$ cat config.mk
export PLATFORM = sky130hd
export DESIGN_NAME = ex_muldiv_unit_flat
export DESIGN_NICKNAME = d
export VERILOG_FILES = /design/src/rtl/ex_muldiv_unit_pkg.sv /design/src/rtl/ex_muldiv_unit_if.sv /design/src/rtl/ex_muldiv_unit_div_core.sv /design/src/rtl/ex_muldiv_unit.sv /design/src/flat_wrapper.sv
export SDC_FILE = /design/constraint.sdc
export NUM_CORES = 2
export LEC_CHECK = 0
export BUFFER_PORTS_ARGS = -buffer_cell sky130_fd_sc_hd__clkbuf_2
export CORE_AREA = 4 4 531 270
export DETAILED_ROUTE_END_ITERATION = 7
export DIE_AREA = 0 0 535 274
export HOLD_SLACK_MARGIN = 0.06
export PLACE_DENSITY_LB_ADDON = 0.3
export SYNTH_ARGS = -nofsm -noshare
export SYNTH_HDL_FRONTEND = slang
export SYNTH_SLANG_ARGS = --single-unit
$ cat constraint.sdc
create_clock -name clk -period 17.6 [get_ports clk]
set_clock_uncertainty 0.15 [all_clocks]
set_input_delay 3.52 -clock clk [delete_from_list [all_inputs] [get_ports clk]]
set_output_delay 3.52 -clock clk [all_outputs]
set_load 0.03 [all_outputs]
$ cat src/rtl/ex_muldiv_unit_pkg.sv
// Shared RV32M definitions: decoded instruction ids, FSM state encoding
// and small classification helpers used by the decoder, ID/EX and the EX unit.
package ex_muldiv_unit_pkg;

  localparam logic [5:0] INSTR_MUL    = 6'd32;
  localparam logic [5:0] INSTR_MULH   = 6'd33;
  localparam logic [5:0] INSTR_MULHSU = 6'd34;
  localparam logic [5:0] INSTR_MULHU  = 6'd35;
  localparam logic [5:0] INSTR_DIV    = 6'd36;
  localparam logic [5:0] INSTR_DIVU   = 6'd37;
  localparam logic [5:0] INSTR_REM    = 6'd38;
  localparam logic [5:0] INSTR_REMU   = 6'd39;

  localparam logic [1:0] ST_IDLE = 2'd0;
  localparam logic [1:0] ST_MUL  = 2'd1;
  localparam logic [1:0] ST_DIV  = 2'd2;
  localparam logic [1:0] ST_DONE = 2'd3;

  typedef enum logic [1:0] {
    IDLE = ST_IDLE,
    MUL  = ST_MUL,
    DIV  = ST_DIV,
    DONE = ST_DONE
  } state_t;

  function automatic logic is_muldiv(input logic [5:0] id);
    return id inside {INSTR_MUL, INSTR_MULH, INSTR_MULHSU, INSTR_MULHU,
                      INSTR_DIV, INSTR_DIVU, INSTR_REM, INSTR_REMU};
  endfunction

  function automatic logic is_mul_op(input logic [5:0] id);
    return id inside {INSTR_MUL, INSTR_MULH, INSTR_MULHSU, INSTR_MULHU};
  endfunction

  function automatic logic is_signed_div(input logic [5:0] id);
    return id inside {INSTR_DIV, INSTR_REM};
  endfunction

  function automatic logic is_rem_op(input logic [5:0] id);
    return id inside {INSTR_REM, INSTR_REMU};
  endfunction

endpackage

$ cat src/rtl/ex_muldiv_unit_if.sv
// Bundle between the ID/EX stage / hazard logic (master) and the M-extension
// execute unit (slave).
interface ex_muldiv_unit_if;
  logic        valid_in;
  logic [5:0]  instr_id_in;
  logic [31:0] rs1_value_in;
  logic [31:0] rs2_value_in;
  logic [4:0]  rd_addr_in;
  logic        flush;
  logic        cache_stall;
  logic        stall_out;
  logic [31:0] result_out;
  logic        result_valid;
  logic [4:0]  rd_addr_out;
  logic        busy;

  modport master (
    output valid_in, instr_id_in, rs1_value_in, rs2_value_in, rd_addr_in,
           flush, cache_stall,
    input  stall_out, result_out, result_valid, rd_addr_out, busy
  );

  modport slave (
    input  valid_in, instr_id_in, rs1_value_in, rs2_value_in, rd_addr_in,
           flush, cache_stall,
    output stall_out, result_out, result_valid, rd_addr_out, busy
  );
endinterface

$ cat src/rtl/ex_muldiv_unit_div_core.sv
// Iterative unsigned restoring divider retiring DIV_BITS_PER_CYCLE quotient
// bits per step; quotient/remainder show the value after the current step.
module muldiv_div_core #(
  parameter int DIV_BITS_PER_CYCLE = 1
) (
  input  logic        clk,
  input  logic        rst,
  input  logic        load,
  input  logic        step,
  input  logic [31:0] dividend,
  input  logic [31:0] divisor,
  output logic [31:0] quotient,
  output logic [31:0] remainder,
  output logic        last
);
  localparam int N  = 32 / DIV_BITS_PER_CYCLE;
  localparam int CW = $clog2(N);

  logic [31:0]   rem_q, quo_q, dsr_q;
  logic [CW-1:0] cnt_q;
  logic [32:0]   trial;
  logic [31:0]   quo_n, rem_n;

  // The dividend shifts out of the quotient register as quotient bits shift in.
  always_comb begin
    trial = '0;
    quo_n = quo_q;
    rem_n = rem_q;
    for (int i = 0; i < DIV_BITS_PER_CYCLE; i++) begin
      trial = {rem_n, quo_n[31]};
      quo_n = {quo_n[30:0], 1'b0};
      if (trial >= {1'b0, dsr_q}) begin
        trial    = trial - {1'b0, dsr_q};
        quo_n[0] = 1'b1;
      end
      rem_n = trial[31:0];
    end
  end

  assign quotient  = quo_n;
  assign remainder = rem_n;
  assign last      = (cnt_q == '0);

  always_ff @(posedge clk or posedge rst) begin
    if (rst) begin
      rem_q <= '0;
      quo_q <= '0;
      dsr_q <= '0;
      cnt_q <= '0;
    end else if (load) begin
      rem_q <= '0;
      quo_q <= dividend;
      dsr_q <= divisor;
      cnt_q <= CW'(N - 1);
    end else if (step) begin
      rem_q <= rem_n;
      quo_q <= quo_n;
      cnt_q <= cnt_q - 1'b1;
    end
  end
endmodule

$ cat src/rtl/ex_muldiv_unit.sv
// RV32M execute unit: 2-cycle registered multiply, iterative divide with
// fast paths for divide-by-zero and signed overflow, pipeline hold while busy.
module ex_muldiv_unit
  import ex_muldiv_unit_pkg::*;
#(
  parameter int DIV_BITS_PER_CYCLE = 1
) (
  input logic            clk,
  input logic            rst,
  ex_muldiv_unit_if.slave bus
);
  state_t      state;
  logic [5:0]  op;
  logic [31:0] op_a, op_b, result;
  logic [4:0]  rd;
  logic        neg_quo, neg_rem;

  logic        start, mul_start, signed_div, div_zero, div_ovf;
  logic        div_load, div_step, div_last;
  logic [31:0] mag_a, mag_b, div_quo, div_rem, quo_fix, rem_fix;
  logic [63:0] wide_a, wide_b, product;

  assign start      = (state == IDLE) && bus.valid_in && is_muldiv(bus.instr_id_in) && !bus.flush;
  assign mul_start  = is_mul_op(bus.instr_id_in);
  assign signed_div = is_signed_div(bus.instr_id_in);
  assign div_zero   = (bus.rs2_value_in == '0);
  assign div_ovf    = signed_div && (bus.rs1_value_in == 32'h8000_0000)
                      && (bus.rs2_value_in == 32'hFFFF_FFFF);
  assign div_load   = start && !mul_start && !div_zero && !div_ovf;
  assign div_step   = (state == DIV) && !bus.flush;

  assign mag_a = (signed_div && bus.rs1_value_in[31]) ? -bus.rs1_value_in : bus.rs1_value_in;
  assign mag_b = (signed_div && bus.rs2_value_in[31]) ? -bus.rs2_value_in : bus.rs2_value_in;

  // 64-bit extension keeps the low 64 bits of the 33x33 signed product exact.
  assign wide_a  = {{32{op_a[31] && (op != INSTR_MULHU)}}, op_a};
  assign wide_b  = {{32{op_b[31] && ((op == INSTR_MUL) || (op == INSTR_MULH))}}, op_b};
  assign product = wide_a * wide_b;

  assign quo_fix = neg_quo ? -div_quo : div_quo;
  assign rem_fix = neg_rem ? -div_rem : div_rem;

  muldiv_div_core #(
    .DIV_BITS_PER_CYCLE(DIV_BITS_PER_CYCLE)
  ) u_div_core (
    .clk       (clk),
    .rst       (rst),
    .load      (div_load),
    .step      (div_step),
    .dividend  (mag_a),
    .divisor   (mag_b),
    .quotient  (div_quo),
    .remainder (div_rem),
    .last      (div_last)
  );

  assign bus.stall_out    = start || (state == MUL) || (state == DIV);
  assign bus.result_valid = (state == DONE) && !bus.flush;
  assign bus.result_out   = result;
  assign bus.rd_addr_out  = rd;
  assign bus.busy         = (state != IDLE);

  always_ff @(posedge clk or posedge rst) begin
    if (rst) begin
      state   <= IDLE;
      op      <= '0;
      op_a    <= '0;
      op_b    <= '0;
      rd      <= '0;
      result  <= '0;
      neg_quo <= 1'b0;
      neg_rem <= 1'b0;
    end else if (bus.flush) begin
      state <= IDLE;
    end else begin
      case (state)
        IDLE: if (start) begin
          op      <= bus.instr_id_in;
          op_a    <= bus.rs1_value_in;
          op_b    <= bus.rs2_value_in;
          rd      <= bus.rd_addr_in;
          neg_quo <= signed_div && (bus.rs1_value_in[31] ^ bus.rs2_value_in[31]);
          neg_rem <= signed_div && bus.rs1_value_in[31];
          if (mul_start) begin
            state <= MUL;
          end else if (div_zero) begin
            result <= is_rem_op(bus.instr_id_in) ? bus.rs1_value_in : 32'hFFFF_FFFF;
            state  <= DONE;
          end else if (div_ovf) begin
            result <= is_rem_op(bus.instr_id_in) ? 32'h0 : 32'h8000_0000;
            state  <= DONE;
          end else begin
            state <= DIV;
          end
        end
        MUL: begin
          result <= (op == INSTR_MUL) ? product[31:0] : product[63:32];
          state  <= DONE;
        end
        DIV: if (div_last) begin
          result <= is_rem_op(op) ? rem_fix : quo_fix;
          state  <= DONE;
        end
        DONE: if (!bus.cache_stall) state <= IDLE;
        default: state <= IDLE;
      endcase
    end
  end
endmodule

$ cat src/flat_wrapper.sv
// flat-port wrapper written by rule: the top's interface ports become plain ports
module ex_muldiv_unit_flat import ex_muldiv_unit_pkg::*;
#(
  parameter int DIV_BITS_PER_CYCLE = 1
)
  (clk, rst, bus_valid_in, bus_instr_id_in, bus_rs1_value_in, bus_rs2_value_in, bus_rd_addr_in, bus_flush, bus_cache_stall, bus_stall_out, bus_result_out, bus_result_valid, bus_rd_addr_out, bus_busy);
  ex_muldiv_unit_if bus_i ();
  input logic clk;
  input logic rst;
  input wire logic [$bits(bus_i.valid_in)-1:0] bus_valid_in;
  input wire logic [$bits(bus_i.instr_id_in)-1:0] bus_instr_id_in;
  input wire logic [$bits(bus_i.rs1_value_in)-1:0] bus_rs1_value_in;
  input wire logic [$bits(bus_i.rs2_value_in)-1:0] bus_rs2_value_in;
  input wire logic [$bits(bus_i.rd_addr_in)-1:0] bus_rd_addr_in;
  input wire logic [$bits(bus_i.flush)-1:0] bus_flush;
  input wire logic [$bits(bus_i.cache_stall)-1:0] bus_cache_stall;
  output wire logic [$bits(bus_i.stall_out)-1:0] bus_stall_out;
  output wire logic [$bits(bus_i.result_out)-1:0] bus_result_out;
  output wire logic [$bits(bus_i.result_valid)-1:0] bus_result_valid;
  output wire logic [$bits(bus_i.rd_addr_out)-1:0] bus_rd_addr_out;
  output wire logic [$bits(bus_i.busy)-1:0] bus_busy;
  assign bus_i.valid_in = bus_valid_in;
  assign bus_i.instr_id_in = bus_instr_id_in;
  assign bus_i.rs1_value_in = bus_rs1_value_in;
  assign bus_i.rs2_value_in = bus_rs2_value_in;
  assign bus_i.rd_addr_in = bus_rd_addr_in;
  assign bus_i.flush = bus_flush;
  assign bus_i.cache_stall = bus_cache_stall;
  assign bus_stall_out = bus_i.stall_out;
  assign bus_result_out = bus_i.result_out;
  assign bus_result_valid = bus_i.result_valid;
  assign bus_rd_addr_out = bus_i.rd_addr_out;
  assign bus_busy = bus_i.busy;
  ex_muldiv_unit #(.DIV_BITS_PER_CYCLE(DIV_BITS_PER_CYCLE)) u_core (.clk(clk), .rst(rst), .bus(bus_i));
endmodule
Word-level counts from Yosys, hierarchy flattened
Cells that the tools add are included.
Widths: inputs -> output; s select.
{ "totals": {"wordCells": 113, "in_bits": 80, "out_inout_bits": 40, "register_bits": 212} }
{ "op_classes": {"n_lt_le_gt_ge": 1, "reduce_logical": 36, "n_bitwise": 2, "mux": 30, "n_eq_ne": 25, "add_sub_neg": 6, "multipliers": 1} }
{ "ops": {"columns": ["operator", "n"], "rows": [
  ["$mux 32", 18],
  ["$neg 32->32", 4],
  ["$pmux 32 s3", 1],
  ["$eq 6x6->1 const B", 12],
  ["$eq 32x32->1 const B", 2],
  ["$mul 33x33->64", 1],
  ["$ge 33x32->1", 1],
  ["$logic_not 32->1", 1],
  ["$sub 32x32->32", 1],
  ["$logic_and 1x1->1", 15],
  ["$mux 2", 6],
  ["$mux 5", 2],
  ["$reduce_bool 2->1", 5],
  ["$pmux 2 s4", 1],
  ["$reduce_bool 8->1", 1],
  ["$ne 3x2->1 const B", 2],
  ["$ne 6x6->1 const B", 1],
  ["$reduce_and 3->1", 2],
  ["$reduce_and 6->1", 1],
  ["$logic_not 5->1", 1],
  ["$sub 5x1->5 const B", 1],
  ["$eq 2x2->1 const B", 2],
  ["$logic_not 1->1", 4],
  ["$ne 2x1->1 const B", 2],
  ["11 further kinds", 14]
]} }

Depth between registers and ports, before layout
{ "depth": {"depth_word": 10, "mapped_depth": 34, "ltp_nobuf": 33} }

Cells and area by module
A second synthesis with hierarchy kept.
{ "hier_totals": {"cells_unflattened": 5968, "area_unflattened_um2": 53154.7} }
{ "by_module_without_submodules": {"columns": ["mod", "cells_per_inst", "area_per_inst_um2", "n_inst"], "rows": [
  ["ex_muldiv_unit", 5123, 46017.9, 1],
  ["muldiv_div_core", 845, 7136.8, 1]
]} }

Worst setup path after synthesis
Ideal clock, no wire load.
{ "synth_timing": {"path_type": "register to register", "start": "register u_core.op[4]", "end": "register u_core.result[30] (netlist: u_core.bus.result_out[30])", "setup_ns": 0.129, "required_ns": 17.321, "arrival_time_ns": 8.364, "setup_slack_ns": 8.957, "path_stages_with_launch": 32, "path_cell_list": "dfrtp_1 nor2_1 nand2_1 o31a_1 clkbuf_1 nand2_1 inv_1 fa_1 inv_1 fa_1 inv_1 fa_1 fa_1 inv_1 fa_1 fa_1 fa_1 fa_1 inv_1 ha_1 or2_2 a21o_1 a31oi_1 o211ai_1 a21oi_1 o31ai_1 o41ai_1 o21ai_0 a311oi_1 xnor2_1 a221oi_1 o21ai_0"} }
{ "synth_between": {"elab_chain_len": 6, "word_cells_on_any_way": 14} }
{ "synth_rtl": {"columns": ["element", "line", "source"], "rows": [
  ["start: declaration", "ex_muldiv_unit.sv:13", "logic [5:0] op;"],
  ["start signal: assignment", "ex_muldiv_unit.sv:78", "op <= bus.instr_id_in;"],
  ["$eq 6x6->1, on equally long branches", "ex_muldiv_unit.sv:37, ex_muldiv_unit.sv:97", null],
  ["$logic_or 1x1->1", "ex_muldiv_unit.sv:37", "assign wide_b = {{32{op_b[31] && ((op == INSTR_MUL) || (op == INSTR_MULH))}}, op_b};"],
  ["$logic_and 1x1->1", "ex_muldiv_unit.sv:37", null],
  ["$mul 33x33->64", "ex_muldiv_unit.sv:38", "assign product = wide_a * wide_b;"],
  ["$mux 32", "ex_muldiv_unit.sv:97", "result <= (op == INSTR_MUL) ? product[31:0] : product[63:32];"],
  ["$pmux 32 s3 *", "ex_muldiv_unit.sv:76", "case (state)"],
  ["end signal: assignment", "ex_muldiv_unit.sv:87", "result <= is_rem_op(bus.instr_id_in) ? bus.rs1_value_in : 32'hFFFF_FFFF;"],
  ["end signal: assignment", "ex_muldiv_unit.sv:97", null],
  ["end signal: assignment", "ex_muldiv_unit.sv:101", "result <= is_rem_op(op) ? rem_fix : quo_fix;"],
  ["end: declaration", "ex_muldiv_unit.sv:14", "logic [31:0] op_a, op_b, result;"]
]} }
Every way passes the cells marked *; elsewhere a longest branch is shown, timed or not. The select of a mux whose other input is x is not followed.
A chain may end at the register's enable or synchronous reset.

Worst setup path after layout
{ "layout_timing": {"start": "register u_core.op_a[31]", "end": "register u_core.result[30] (netlist: u_core.bus.result_out[30])"} }
{ "layout_between": {"elab_chain_len": 4} }
{ "layout_rtl": {"columns": ["element", "line", "source"], "rows": [
  ["start: declaration", "ex_muldiv_unit.sv:14", null],
  ["start signal: assignment", "ex_muldiv_unit.sv:79", "op_a <= bus.rs1_value_in;"],
  ["$logic_and 1x1->1", "ex_muldiv_unit.sv:36", "assign wide_a = {{32{op_a[31] && (op != INSTR_MULHU)}}, op_a};"],
  ["$mul 33x33->64 *", "ex_muldiv_unit.sv:38", null],
  ["$mux 32 *", "ex_muldiv_unit.sv:97", null],
  ["$pmux 32 s3 *", "ex_muldiv_unit.sv:76", null]
]} }
Every way passes the cells marked *; elsewhere a longest branch is shown, timed or not.

==> run metrics <==
Num CTS Buffers 20; vias in the first global route 43,196; initial antenna violation count 10; # IOs 120; syn nets 7,482; CTS sink cnt 212; largest net degree at the start of global routing 95; status finished, final reports clean; Final ANT Viol Nets 0; Longest Clk Path Bufs 3; GP Congestion 1.015; Hold-fix buffers, CTS 0; setup TNS 0 ns; Critical Path AT 10.65 ns; maximum clock rate 96.38 MHz; Final nets 7,387; max_slew headroom 12.65%; ys async rst share 100.0%; RSZ-0062 raised after global routing false; final WL 198,200 um; minimum clock period 10.38 ns; TritonCTS clock tree yes; Filler cells 13,881; crit-path leading delay family adder cells; #FFs+latches synth 212; WL per Instance 25.31 um; Root Buffer clkbuf_16; setup bufs post-CTS 0; slowest stage delay, CP 0.68 ns; Tot GR Track Use 27.07%; Yosys top cell area share 42.98%; first-pass GRT wire length 294,800 um; most used cell, CP fa_1; Port Buf Inserts 119; register area share after synthesis 10.11%; max-slew violations 0; Synth Flop Type dfrtp_1; DPL Wire Length 151,700 um; most common cell after layout, fill and taps aside nand2_1; # DRC 0; Die Ht 274 um; top cells by area, synth fa_1 43%, dfrtp_1 10%, nand2_1 8.4%, inv_1 8.2%, ha_1 6.1%; Setup CP Type reg -> reg; num rows 97; syn avg cell area 8.711 um^2; CP max-delay cell o41ai_1; DR pass1 iterations 6; die footprint 0.1466 mm^2; core region area 0.1390 mm^2; mapped cell area 0.05245 mm^2; vias after detailed routing 43,180; worst skew pair latency 0.56 ns; Hold/Removal Path Class reg -> reg; Mapped Cells 6,021; initial core utilization 37.74%; die width 535 um; register area 0.005306 mm^2; fin crit share 58.95%; remaining global-route overflow 0; DR iter-0 viols 5,286; CP Capture Type flop; vias per std cell 5.513; WP depth 30; Fin. Hold Viols 0; WP buf/inv 7; clk slew on worst S/H paths 0.08 ns; CP required 17.88 ns; worst hold slack 0.3325 ns; Layout area overhead 6.121%; most frequent cells in the layout 1,174 x nand2_1, 1,143 x inv_1, 1,126 x fa_1; # H-tree levels 1; multi-input combinational cell area 0.04156 mm^2; yosys warns 0; cell depth of the worst hold path 2; Final Setup Violations 0; Critical Path Fanout Max 35; post-synth cell types 88; max cap viols 0; Slew @ Worst Pin 1.310 ns; number of enable flip-flop cells after synthesis 0; layout cells sized above 1 5.354%; R2R depth 30; cts repair resizes 0; Worst setup SP type flop; area leader, netlist fa_1
[worst paths after layout]
check / startpoint / endpoint / slack (ns)
max reg2reg: u_core.op_a[31] / u_core.bus.result_out[30] / 7.22
min: u_core.op_a[7] / u_core.op_a[7] / 0.33
max: u_core.op_a[31] / u_core.bus.result_out[30] / 7.22
min in group asynchronous: rst / u_core.op_a[1] / 2.89
max in group asynchronous: rst / u_core.op_a[24] / 12.85
min reg2reg: u_core.op_a[7] / u_core.op_a[7] / 0.33
[cells in the mapped netlist (14+ instances only)]
cell	number
nand2_1	1174
inv_1	1144
fa_1	1126
and2_1	339
clkbuf_1	323
ha_1	255
o21ai_0	215
dfrtp_1	212
nor2_1	192
a21oi_1	162
xnor2_1	130
xor2_1	83
nor3_1	53
a21o_1	52
mux2i_1	46
nand3_1	36
o31ai_1	35
a211oi_1	34
o211ai_1	33
nand4_1	31
a31oi_1	27
nor4_1	22
or3_1	21
nand2b_1	20
o21a_1	19
and3_1	18
or2_2	16
or4_1	16
o41ai_1	14
[metal layers]
layer  up-vias  GRT usage [%]  wire [um]
met5         -              0         46
met4         6          4.509       3808
met3       262          12.49      32670
met2      2907          33.08      70340
met1     21874          42.46      91350
li1      18131              -          -
[area by class of cell]
class | count | area share [%]
clock inverter | 7 | 0.2136
inverter | 1147 | 7.749
tap | 1881 | 4.228
clock buffer | 28 | 1.045
timing repair buffer | 225 | 2.500
sequential | 212 | 9.534
multi-input combinational | 4320 | 74.68
antenna | 12 | 0.05395
[worst min-delay path, cell delays in order (launching register included)]
cell and delay (ns):
dfrtp_1 0.35, nand2_1 0.05, nand2_1 0.05
[stage by stage]
stage          utilization (%)  area [um^2]  setup WS, ns  std cells
2_1_floorplan                -        52450         8.136       6021
3_3_place_gp             39.53        54930         7.483       7785
3_5_place_dp             39.53        54930         7.393       7785
4_1_cts                  40.03        55630         7.326       7820
5_1_grt                  40.04        55640         6.747       7823
6_report                 40.05        55660         7.224       7832
[registers in the layout, summed over array words and instances (netlist names)]
register	cells
u_core.op_b	32
u_core.u_div_core.rem_q	32
u_core.state	2
u_core.neg_rem	1
u_core.bus.rd_addr_out	5
u_core.op	6
u_core.u_div_core.dsr_q	32
u_core.bus.result_out	32
u_core.neg_quo	1
u_core.op_a	32
u_core.u_div_core.cnt_q	5
u_core.u_div_core.quo_q	32
[cell families after synthesis]
logic type,Yosys count,synth area share [%]
compound gates,700,8.607
mux,50,0.9638
xor+xnor,213,3.557
buf+inv,1489,10.69
simple gates,1976,17.01
flops,212,10.11
fa+ha+maj,1381,49.06
Power is left out: the tool's default activity adds up to more than one toggle a clock period on the data nets, which glitch-free logic cannot reach.
